==> src/rtl/aes_seq_pkg.sv <==
// Shared types and defaults for the AES-128 round sequencer.
// Contents: FSM state enum, default round count and index width.
package aes_seq_pkg;

  typedef enum logic [2:0] {
    IDLE,
    KLOAD,
    KGEN,
    READY,
    LOAD,
    RND,
    OUT
  } state_e;

  localparam int unsigned NUM_ROUNDS_DEFAULT = 10;
  localparam int unsigned RND_W_DEFAULT      = 4;

endpackage

==> src/rtl/aes_seq_round_ctr.sv <==
// Loadable round/key index counter, shared by key expansion and round stepping.
// Ports:
//   clk, n_rst   clock, asynchronous active-low reset
//   clr_i        force count to 0 (highest priority)
//   load_i       load load_val_i
//   inc_i        increment by one
//   load_val_i   value used by load_i
//   cnt_o        current count
//   tc_o         count equals NUM_ROUNDS
module aes_seq_round_ctr
  import aes_seq_pkg::*;
#(
  parameter int unsigned NUM_ROUNDS = NUM_ROUNDS_DEFAULT,
  parameter int unsigned RND_W      = RND_W_DEFAULT
) (
  input  logic             clk,
  input  logic             n_rst,
  input  logic             clr_i,
  input  logic             load_i,
  input  logic             inc_i,
  input  logic [RND_W-1:0] load_val_i,
  output logic [RND_W-1:0] cnt_o,
  output logic             tc_o
);

  logic [RND_W-1:0] cnt_q, cnt_d;

  always_comb begin
    cnt_d = cnt_q;
    if (clr_i) begin
      cnt_d = '0;
    end else if (load_i) begin
      cnt_d = load_val_i;
    end else if (inc_i) begin
      cnt_d = cnt_q + RND_W'(1);
    end
  end

  always_ff @(posedge clk or negedge n_rst) begin
    if (!n_rst) begin
      cnt_q <= '0;
    end else begin
      cnt_q <= cnt_d;
    end
  end

  assign cnt_o = cnt_q;
  assign tc_o  = (cnt_q == RND_W'(NUM_ROUNDS));

endmodule

==> src/rtl/aes_round_sequencer.sv <==
// Control FSM for the iterative AES-128 datapath: key load, on-the-fly
// round-key expansion, block capture, round stepping and output hand-off.
// Optional feature macro: AES_SEQ_BLOCK_COUNT_EN adds blocks_done.
// Ports:
//   clk, n_rst      clock, asynchronous active-low reset
//   key_received    level, new key on the key bus (rising edge = key event)
//   data_ready      plaintext valid
//   fifo_full       output FIFO cannot accept a word
//   key_load        capture key bus into round key 0
//   key_gen_en      compute round key key_idx
//   key_idx         round-key write index during expansion
//   data_taken      plaintext captured, initial AddRoundKey applied
//   round_en        perform round round_idx
//   round_idx       current round / round-key read index
//   final_round     last round (no MixColumns)
//   data_out_load   push ciphertext to the FIFO
//   key_valid       all round keys valid
//   busy            FSM not in IDLE or READY
//   blocks_done     (AES_SEQ_BLOCK_COUNT_EN only) completed block count
module aes_round_sequencer
  import aes_seq_pkg::*;
#(
  parameter int unsigned NUM_ROUNDS = NUM_ROUNDS_DEFAULT,
  parameter int unsigned RND_W      = RND_W_DEFAULT
`ifdef AES_SEQ_BLOCK_COUNT_EN
  ,
  parameter int unsigned CNT_W      = 16
`endif
) (
  input  logic             clk,
  input  logic             n_rst,
  input  logic             key_received,
  input  logic             data_ready,
  input  logic             fifo_full,
  output logic             key_load,
  output logic             key_gen_en,
  output logic [RND_W-1:0] key_idx,
  output logic             data_taken,
  output logic             round_en,
  output logic [RND_W-1:0] round_idx,
  output logic             final_round,
  output logic             data_out_load,
  output logic             key_valid,
  output logic             busy
`ifdef AES_SEQ_BLOCK_COUNT_EN
  ,
  output logic [CNT_W-1:0] blocks_done
`endif
);

  state_e           state_q, state_d;
  logic             key_received_q;
  logic             pend_q, pend_d;
  logic             key_valid_q, key_valid_d;
  logic             dol_q, dol_d;
  logic             cnt_clr, cnt_load, cnt_inc, cnt_tc;
  logic [RND_W-1:0] cnt;
  logic             key_rise;

  assign key_rise = key_received & ~key_received_q;

  aes_seq_round_ctr #(
    .NUM_ROUNDS (NUM_ROUNDS),
    .RND_W      (RND_W)
  ) u_ctr (
    .clk        (clk),
    .n_rst      (n_rst),
    .clr_i      (cnt_clr),
    .load_i     (cnt_load),
    .inc_i      (cnt_inc),
    .load_val_i (RND_W'(1)),
    .cnt_o      (cnt),
    .tc_o       (cnt_tc)
  );

  always_comb begin
    state_d     = state_q;
    pend_d      = pend_q;
    key_valid_d = key_valid_q;
    dol_d       = 1'b0;
    cnt_clr     = 1'b0;
    cnt_load    = 1'b0;
    cnt_inc     = 1'b0;
    case (state_q)
      IDLE: begin
        if (key_rise) state_d = KLOAD;
      end
      KLOAD: begin
        state_d  = KGEN;
        cnt_load = 1'b1;
      end
      KGEN: begin
        // A fresh key mid-expansion restarts expansion from the new key.
        if (key_rise) begin
          state_d = KLOAD;
          cnt_clr = 1'b1;
        end else if (cnt_tc) begin
          state_d     = READY;
          cnt_clr     = 1'b1;
          key_valid_d = 1'b1;
        end else begin
          cnt_inc = 1'b1;
        end
      end
      READY: begin
        if (key_rise) state_d = KLOAD;
        else if (data_ready) state_d = LOAD;
      end
      LOAD: begin
        if (key_rise) pend_d = 1'b1;
        state_d  = RND;
        cnt_load = 1'b1;
      end
      RND: begin
        if (key_rise) pend_d = 1'b1;
        if (cnt_tc) begin
          state_d = OUT;
          // Decide the push on entry so data_out_load stays a register.
          dol_d   = ~fifo_full;
        end else begin
          cnt_inc = 1'b1;
        end
      end
      OUT: begin
        if (key_rise) pend_d = 1'b1;
        if (dol_q) begin
          // Pushed this cycle: leave OUT; a pending rekey skips READY.
          cnt_clr = 1'b1;
          if (pend_q || key_rise) begin
            state_d = KLOAD;
            pend_d  = 1'b0;
          end else begin
            state_d = READY;
          end
        end else if (!fifo_full) begin
          dol_d = 1'b1;
        end
      end
      default: state_d = IDLE;
    endcase
    if (state_d == KLOAD) key_valid_d = 1'b0;
  end

  always_ff @(posedge clk or negedge n_rst) begin
    if (!n_rst) begin
      state_q        <= IDLE;
      key_received_q <= 1'b0;
      pend_q         <= 1'b0;
      key_valid_q    <= 1'b0;
      dol_q          <= 1'b0;
    end else begin
      state_q        <= state_d;
      key_received_q <= key_received;
      pend_q         <= pend_d;
      key_valid_q    <= key_valid_d;
      dol_q          <= dol_d;
    end
  end

  // Counter is zero outside KGEN/RND/OUT, so one register serves both indices.
  assign key_load      = (state_q == KLOAD);
  assign key_gen_en    = (state_q == KGEN);
  assign data_taken    = (state_q == LOAD);
  assign round_en      = (state_q == RND);
  assign final_round   = round_en & cnt_tc;
  assign key_idx       = key_gen_en ? cnt : '0;
  assign round_idx     = key_gen_en ? '0 : cnt;
  assign data_out_load = dol_q;
  assign key_valid     = key_valid_q;
  assign busy          = (state_q != IDLE) && (state_q != READY);

`ifdef AES_SEQ_BLOCK_COUNT_EN
  logic [CNT_W-1:0] blocks_done_q;

  always_ff @(posedge clk or negedge n_rst) begin
    if (!n_rst) begin
      blocks_done_q <= '0;
    end else if (state_q == KLOAD) begin
      blocks_done_q <= '0;
    end else if (dol_q) begin
      blocks_done_q <= blocks_done_q + CNT_W'(1);
    end
  end

  assign blocks_done = blocks_done_q;
`endif

endmodule

==> config.mk <==
export PLATFORM = sky130hd
export DESIGN_NAME = aes_round_sequencer
export DESIGN_NICKNAME = d
export VERILOG_FILES = /design/src/rtl/aes_seq_pkg.sv /design/src/rtl/aes_seq_round_ctr.sv /design/src/rtl/aes_round_sequencer.sv
export SDC_FILE = /design/constraint.sdc
export NUM_CORES = 1
export LEC_CHECK = 0
export ABC_CLOCK_PERIOD_IN_PS = 1700
export BUFFER_PORTS_ARGS = -buffer_cell sky130_fd_sc_hd__buf_4
export CAP_MARGIN = 30
export CORE_UTILIZATION = 45
export CTS_CLUSTER_DIAMETER = 120
export DETAILED_ROUTE_END_ITERATION = 7
export PLACE_DENSITY = 0.72
export SLEW_MARGIN = 5
export SYNTH_ARGS = -nofsm -noshare
export SYNTH_HDL_FRONTEND = slang
export SYNTH_SLANG_ARGS = --single-unit
==> constraint.sdc <==
create_clock -name clk -period 1.7 [get_ports clk]
set_input_delay 0.34 -clock clk [delete_from_list [all_inputs] [get_ports clk]]
set_output_delay 0.34 -clock clk [all_outputs]
set_load 0.01 [all_outputs]
==> results of run 1 <==
## state kept, by name, summed over array words and instances, names as in the netlist
signal and flops:
pend_q 1, state_q 3, key_valid 1, data_out_load 1
u_ctr.cnt_o 4, key_received_q 1
## cells by family (layout without fill, tap and decap cells)
family,count (synthesis),after routing
compound gates,26,26
simple gates,40,40
buf+inv,10,43
fa+ha+maj,2,2
mux,1,1
flops,11,11
xor+xnor,2,2
## power groups by stage
stage	registers (W)	logic, W	clock network [W]
6_report	0.000444	0.00136	0.000186
5_1_grt	0.000454	0.00147	0.000209
4_1_cts	0.000430	0.00121	0.000192
3_5_place_dp	0.000430	0.00109	0
3_3_place_gp	0.000425	0.00108	0
2_1_floorplan	0.000423	0.000703	0
## critical path, cell delays in order, from the launching register on
cell and delay, ps:
dfrtp_2 440, nor3b_4 280, buf_6 150, and2_1 130, buf_4 120
## metrics by stage
step	area [um^2]	hold WS, ps
6_report	1160	185.9
5_1_grt	1160	172.4
3_3_place_gp	978.4	183.8
4_1_cts	1085	187.6
3_5_place_dp	978.4	185.7
2_1_floorplan	797.0	44.41
## final cells by class
cell class                      count  area (um^2)
Clock buffer                        4        26.28
Sequential cell                    11        277.8
Multi-Input combinational cell     71        528.0
Tap cell                           16        20.02
Timing Repair Buffer               35        292.8
Fill cell                         119        416.7
Inverter                            4        15.01
## layout by cell type (no fill, tap or decap), types with 3 or more instances in the layout
cell type,n
nor2b_1,6
o21ai_0,5
nand2_1,5
buf_6,8
and2_4,4
clkbuf_4,3
nor3_1,4
buf_4,25
a21oi_1,5
dfrtp_1,9
nor2_1,6
inv_1,3
a31oi_1,3
## final timing paths
path | cells after the start | to | slack [ps] | from
min in group asynchronous | 2 | key_received_q$_DFF_PN0_ | 440 | n_rst
max | 4 | key_idx[3] | -40 | state_q[2]$_DFF_PN0_
min | 1 | key_received_q$_DFF_PN0_ | 190 | key_received
max in group asynchronous | 2 | state_q[0]$_DFF_PN0_ | 1100 | n_rst
min reg2reg | 2 | pend_q$_DFFE_PN0P_ | 580 | pend_q$_DFFE_PN0P_
max reg2reg | 5 | u_ctr.cnt_o[2]$_DFFE_PN0P_ | 10 | u_ctr.cnt_o[1]$_DFFE_PN0P_
## what timing repair did
item,4_1_cts,5_1_grt
endpoints found under the hold margin,11,0
buffers inserted,6,2
gates cloned,0,1
pin swaps,1,5
gates resized for setup,6,17
endpoints found under the setup margin,5,11
hold buffers,1,0
## routing by layer
metal / part of all wire [%] / vias to the layer above / routed length [um]
met5: 0 / - / 0
met4: 1.5 / 0 / 33
met3: 7.5 / 5 / 170
met2: 49 / 45 / 1111
met1: 42 / 384 / 948
li1: - / 399 / -
==> metrics.cfg, run 1 <==
[critical_path]
crit_path_start_kind=register
required_ps=1360
worst-setup-path-type=reg2out
crit_fanout=5
endpoint_kind=output port
worstPathArrival_ps=1400

[synth]
synthFlopType=dfrtp_1
async_flop_share_pct=100.0
synthAdderAreaFrac_pct=3.165
yosys.cell_types.count=34
synthMuxAreaShare_pct=1.266
yosys_warnings=0
synth_top_family_by_area=simple AND/OR/NAND/NOR gates
synth_xor_area_share_pct=2.215
yosysSeqAreaShare_pct=34.81
synthDominantCellAreaShare_pct=34.81
synth_nets=99
synth_edf_count=0
avgSynthCellArea_um2=8.595
synth-simple-area-share_pct=29.75
synth_seq_cells=11
synth_area_leaders=dfrtp_1, and2_1, nor2b_1
synth_compound_area_share_pct=22.63
netlist_area_um2=790.8
synthTopCellsByCount=dfrtp_1, and2_1, nor2_1, nor2b_1, nor3_1
yosysMostFrequentCell=dfrtp_1
yosysTopAreaCell=dfrtp_1
syn_inst=92

[detailed_routing]
routed_wl_mm=2.263
drc=2
post_drt_via_cell_ratio=5.908
dr.pass1.iters=8
num_vias=833
initialDrtViolationCount=33
drt.antenna.violating_nets=0
wire_per_inst_um=16.05

[global_routing]
grt_pass1_vias=721
grt_pass1_wl_mm=3.567
grt_util_met3_pct=5.000
antenna_found_initial=0
met2_usage_pct=39.10
grt_max_degree=14
grt-ovfl-total=0
grt-busiest-layer=met2
grt_use_met1_pct=35.58
grt_usage_pct=25.69

[timing]
drv_slew=0
setup_tns_ps=-133.4
fin_ws_ps=-38.04
min_period_ps=1738
fmax_mhz=575.4
worst_slew_pin_slew_ps=510.9
setup_viol=7
slew_headroom_pct=65.87
rsz0062_at_grt=true
skew_ps=2.090
hold_violations=0
min_period_over_period_pct=102.2

[pwr]
p_int_w=0.001113
power_per_cell_area_nw_per_um2=1715
peakVddDrop_mv=0.8926
switching_share_pct=44.04
switching_power_w=0.0008762
seq_power_share_pct=22.3
p_clk_share_pct=9.3
comb_power_share_pct=68.4
power_w=0.001989
p_leak_nw=0.5272

[die]
num_io_pins=21
dieArea_um2=1929
fp.coreArea_um2=1577
start_util_pct=50.16
rows=14
die_width_um=43.92
die_h_um=43.92

[placed_design]
gp_congestion=0.8881
dp_hpwl_mm=1.480
dp_cells=128
pre_cts_ws_ps=66.26
io_buffers=20

[outcome]
violations=design-rule violations, negative setup slack
status=complete, but fails checks

[flow_run]
max-cap-violations=0

[clock_network]
cts_tree=built
clock_tree.root_cell=clkbuf_4
cts.sinks=11
htree_levels=1
clk_latency_ps=270
numCtsBuffers=3
clk_pin_slew_ps=70
cts_buffer_depth=2

[finish]
syn2layout_area_growth_pct=46.68
post-route-util_pct=73.57
fin_cells=141
drive_gt1_share_pct=45.60
n_antenna_cell=0
final_net_count=133

[min_path]
hp-class=in2reg

Note: power is estimated with default switching activity, not from simulation.
==> run 2: changes to the inputs <==
--- a/config.mk
+++ b/config.mk
@@ -8,11 +8,12 @@
 export ABC_CLOCK_PERIOD_IN_PS = 1700
 export BUFFER_PORTS_ARGS = -buffer_cell sky130_fd_sc_hd__buf_4
 export CAP_MARGIN = 30
-export CORE_UTILIZATION = 45
+export CORE_UTILIZATION = 46
 export CTS_CLUSTER_DIAMETER = 120
 export DETAILED_ROUTE_END_ITERATION = 7
-export PLACE_DENSITY = 0.72
+export PLACE_DENSITY = 0.73
 export SLEW_MARGIN = 5
 export SYNTH_ARGS = -nofsm -noshare
 export SYNTH_HDL_FRONTEND = slang
+export SYNTH_HIERARCHICAL = 1
 export SYNTH_SLANG_ARGS = --single-unit
==> run 2 against run 1 <==
- sequential cell count is the same
- combinational power grew 33%
- power grew 26%
- hold slack better by 17 ps
- synthesized area rose by 1.1%
- wire length is 0.84% higher
- synthesized cell count unchanged
- core utilization rose by 4.5 points
- fmax about the same
- first-iteration DRC count rose by 15%
- sequential share of layout area down 1.1 points
- die area is 1.0% lower
- the flow still finishes with violations (design-rule violations, negative setup slack)
==> metrics.cfg, run 2 <==
[outcome]
status=complete, but fails checks
violations=design-rule violations, negative setup slack

[timing]
setup_viol=3  ; -4
drv_slew=0  ; unchanged
min_period_ps=1739  ; +1.244 ps
fin_ws_ps=-39.29  ; -1.244 ps
skew_ps=1.876  ; -0.2138 ps
fmax_mhz=574.9  ; about the same
rsz0062_at_grt=true
hold_violations=0  ; unchanged
min_period_over_period_pct=102.3  ; about the same

[synth]
synth_edf_count=0  ; unchanged
synthDominantCellAreaShare_pct=34.43  ; -0.38 points
yosys_warnings=6  ; +6
synth_area_leaders=dfrtp_1, nor2b_1, and2_1
async_flop_share_pct=100.0  ; unchanged
synth_seq_cells=11  ; unchanged
synthTopCellsByCount=dfrtp_1, nor2b_1, nor2_1
avgSynthCellArea_um2=8.690  ; +1.1%
netlist_area_um2=799.5  ; +1.1%
yosysSeqAreaShare_pct=34.43  ; -0.38 points
syn_inst=92  ; unchanged
yosysTopAreaCell=dfrtp_1
synthFlopType=dfrtp_1
yosys.cell_types.count=35  ; +2.9%

[placed_design]
dp_hpwl_mm=1.498  ; +1.2%
dp_cells=135  ; +5.5%
io_buffers=20  ; unchanged
place_area_um2=1015  ; +3.7%
gp_congestion=0.9953  ; +12%

[global_routing]
grt_max_degree=12  ; -2
grt_usage_pct=26.20  ; +0.51 points
grt_pass1_vias=802  ; +11%
antenna_found_initial=0  ; unchanged
grt_pass1_wl_mm=3.670  ; +2.9%
grt-ovfl-total=0  ; unchanged

[finish]
mostFrequentLayoutCells=buf_4, dfrtp_1, nor2b_1
drive_gt1_share_pct=45.93  ; +0.33 points
final_net_count=143  ; +7.5%
n_antenna_cell=0  ; unchanged
fillers=103  ; -13%
layout_commonest_cell=buf_4
final_cell_area_um2=1217  ; +5.0%
syn2layout_area_growth_pct=52.27
area.sequential_um2=277.8  ; unchanged
largest_register_ffs=4  ; unchanged
multiInputGateArea_um2=533.0  ; +0.95%
fin_cells=151  ; +7.1%

[critical_path]
required_ps=1360  ; about the same
endpoint_kind=output port
r2r_cells=8  ; +3
crit_fanout=2  ; -3
worstPathArrival_ps=1400  ; about the same
crit_path_start_kind=register
worst-setup-path-type=reg2out
regToRegStartpoint=state_q[1]$_DFF_PN0_
r2r_setup_slack_ps=0  ; about the same
rr_endpoint=u_ctr/cnt_o[3]$_DFFE_PN0P_

[detailed_routing]
num_vias=823  ; -1.2%
drt.antenna.violating_nets=0  ; unchanged
drc=2  ; unchanged
initialDrtViolationCount=38  ; +15%
post_drt_via_cell_ratio=5.450  ; -7.7%
routed_wl_mm=2.282  ; +0.84%
dr.pass1.iters=6  ; -2
wire_per_inst_um=15.11  ; -5.8%

[pwr]
peakVddDrop_mv=1.035  ; +16%
p_leak_nw=0.5754  ; +9.1%
switching_power_w=0.001069  ; +22%
switching_share_pct=42.82  ; -1.2 points
power_w=0.002497  ; +26%
seq_power_share_pct=20.3  ; -2.0 points
p_clk_share_pct=7.1  ; -2.2 points
comb_power_share_pct=72.6  ; +4.2 points
p_int_w=0.001428  ; +28%
power_per_cell_area_nw_per_um2=2051  ; +20%

[die]
rows=14  ; unchanged
start_util_pct=51.28  ; +1.1 points
die_h_um=43.69  ; -0.52%
fp.coreArea_um2=1559  ; -1.1%
dieArea_um2=1909  ; -1.0%
die_width_um=43.69  ; -0.52%
num_io_pins=21  ; unchanged

[clock_network]
clock_tree.root_cell=clkbuf_4
cts_buffer_depth=2  ; unchanged
clk_pin_slew_ps=70  ; about the same
cts_tree=built
cts.sinks=11  ; unchanged
numCtsBuffers=3  ; unchanged
clk_latency_ps=260  ; about the same
htree_levels=1  ; unchanged

[min_path]
hp-class=in2reg
min_to=key_received_q$_DFF_PN0_
hp-start=key_received
hold_depth=1  ; unchanged

[flow_run]
max-cap-violations=0  ; unchanged

==> run 2: worst max-delay path by stage <==
stage,slack (ps),start,endpoint
finish,-40,u_ctr/cnt_o[0]$_DFFE_PN0P_,final_round
global placement,-20,key_received,u_ctr/cnt_o[3]$_DFFE_PN0P_
CTS,-40,state_q[1]$_DFF_PN0_,busy
floorplan,60,state_q[1]$_DFF_PN0_,u_ctr/cnt_o[3]$_DFFE_PN0P_
global route,-110,state_q[1]$_DFF_PN0_,u_ctr/cnt_o[3]$_DFFE_PN0P_
detailed placement,-30,key_received,u_ctr/cnt_o[3]$_DFFE_PN0P_
==> run 2: through the flow <==
step	util (%)	hold WS [ps]	setup slack, ps	setup TNS, ps
global placement	65.09	180.8	-15.31	-15.31
CTS	74.24	202.7	-38.75	-51.92
detailed placement	65.09	185.1	-30.23	-30.23
floorplan	-	44.41	56.85	0
global route	78.09	195.1	-110.2	-484.4
finish	78.09	203.2	-39.29	-52.94
==> run 2: final cells by class <==
class	instances	area share (%)
clock buffers	4	2.158
inverters	5	1.542
multi-input cells	73	43.78
flip-flops and latches	11	22.82
well taps	16	1.644
repair buffers	42	28.06
==> run 2: critical path, cell delays in order, from the launching register on <==
cell and delay (ps):
dfrtp_1 390, inv_1 70, ha_2 160, nand2_2 60, nor2_4 100, and4b_4 250
buf_6 110
==> run 2: cell families (layout without fill, tap and decap cells) <==
family                   count (synthesis)  in the layout  share of synthesized area (%)
AND/OR/NAND/NOR                         42             42                          30.36
multiplexers                             2              2                          2.504
buffers and inverters                   10             51                          7.042
AO/OA/AOI/OAI                           20             20                          18.31
flip-flops                              11             11                          34.43
XOR/XNOR                                 3              3                          3.287
other                                    2              4                         0.9393
adder cells (fa/ha/maj)                  2              2                          3.129
==> run 2: timing repair <==
item | 4_1_cts | 5_1_grt
setup buffers | 8 | 3
endpoints found under the hold margin | 11 | 0
resized for setup | 14 | 11
endpoints found under the setup margin | 12 | 16
hold buffers | 1 | 0
pin swaps | 4 | 3
cloned | 0 | 0
==> run 2: per-layer routing <==
layer	vias to the layer above	GRT usage [%]	wire length, um	part of all wire (%)
met1	382	34.30	1027	45
li1	396	-	-	-
met3	4	5.417	146	6.4
met4	0	8.750	31	1.4
met5	-	0	0	0
met2	41	42.99	1077	47
==> run 2: power groups by stage <==
stage	Combinational [W]	Clock [W]	Sequential, W
floorplan	0.000909	0	0.000470
global placement	0.00136	0	0.000484
detailed placement	0.00139	0	0.000489
CTS	0.00162	0.000180	0.000499
global route	0.00194	0.000190	0.000522
finish	0.00181	0.000176	0.000507
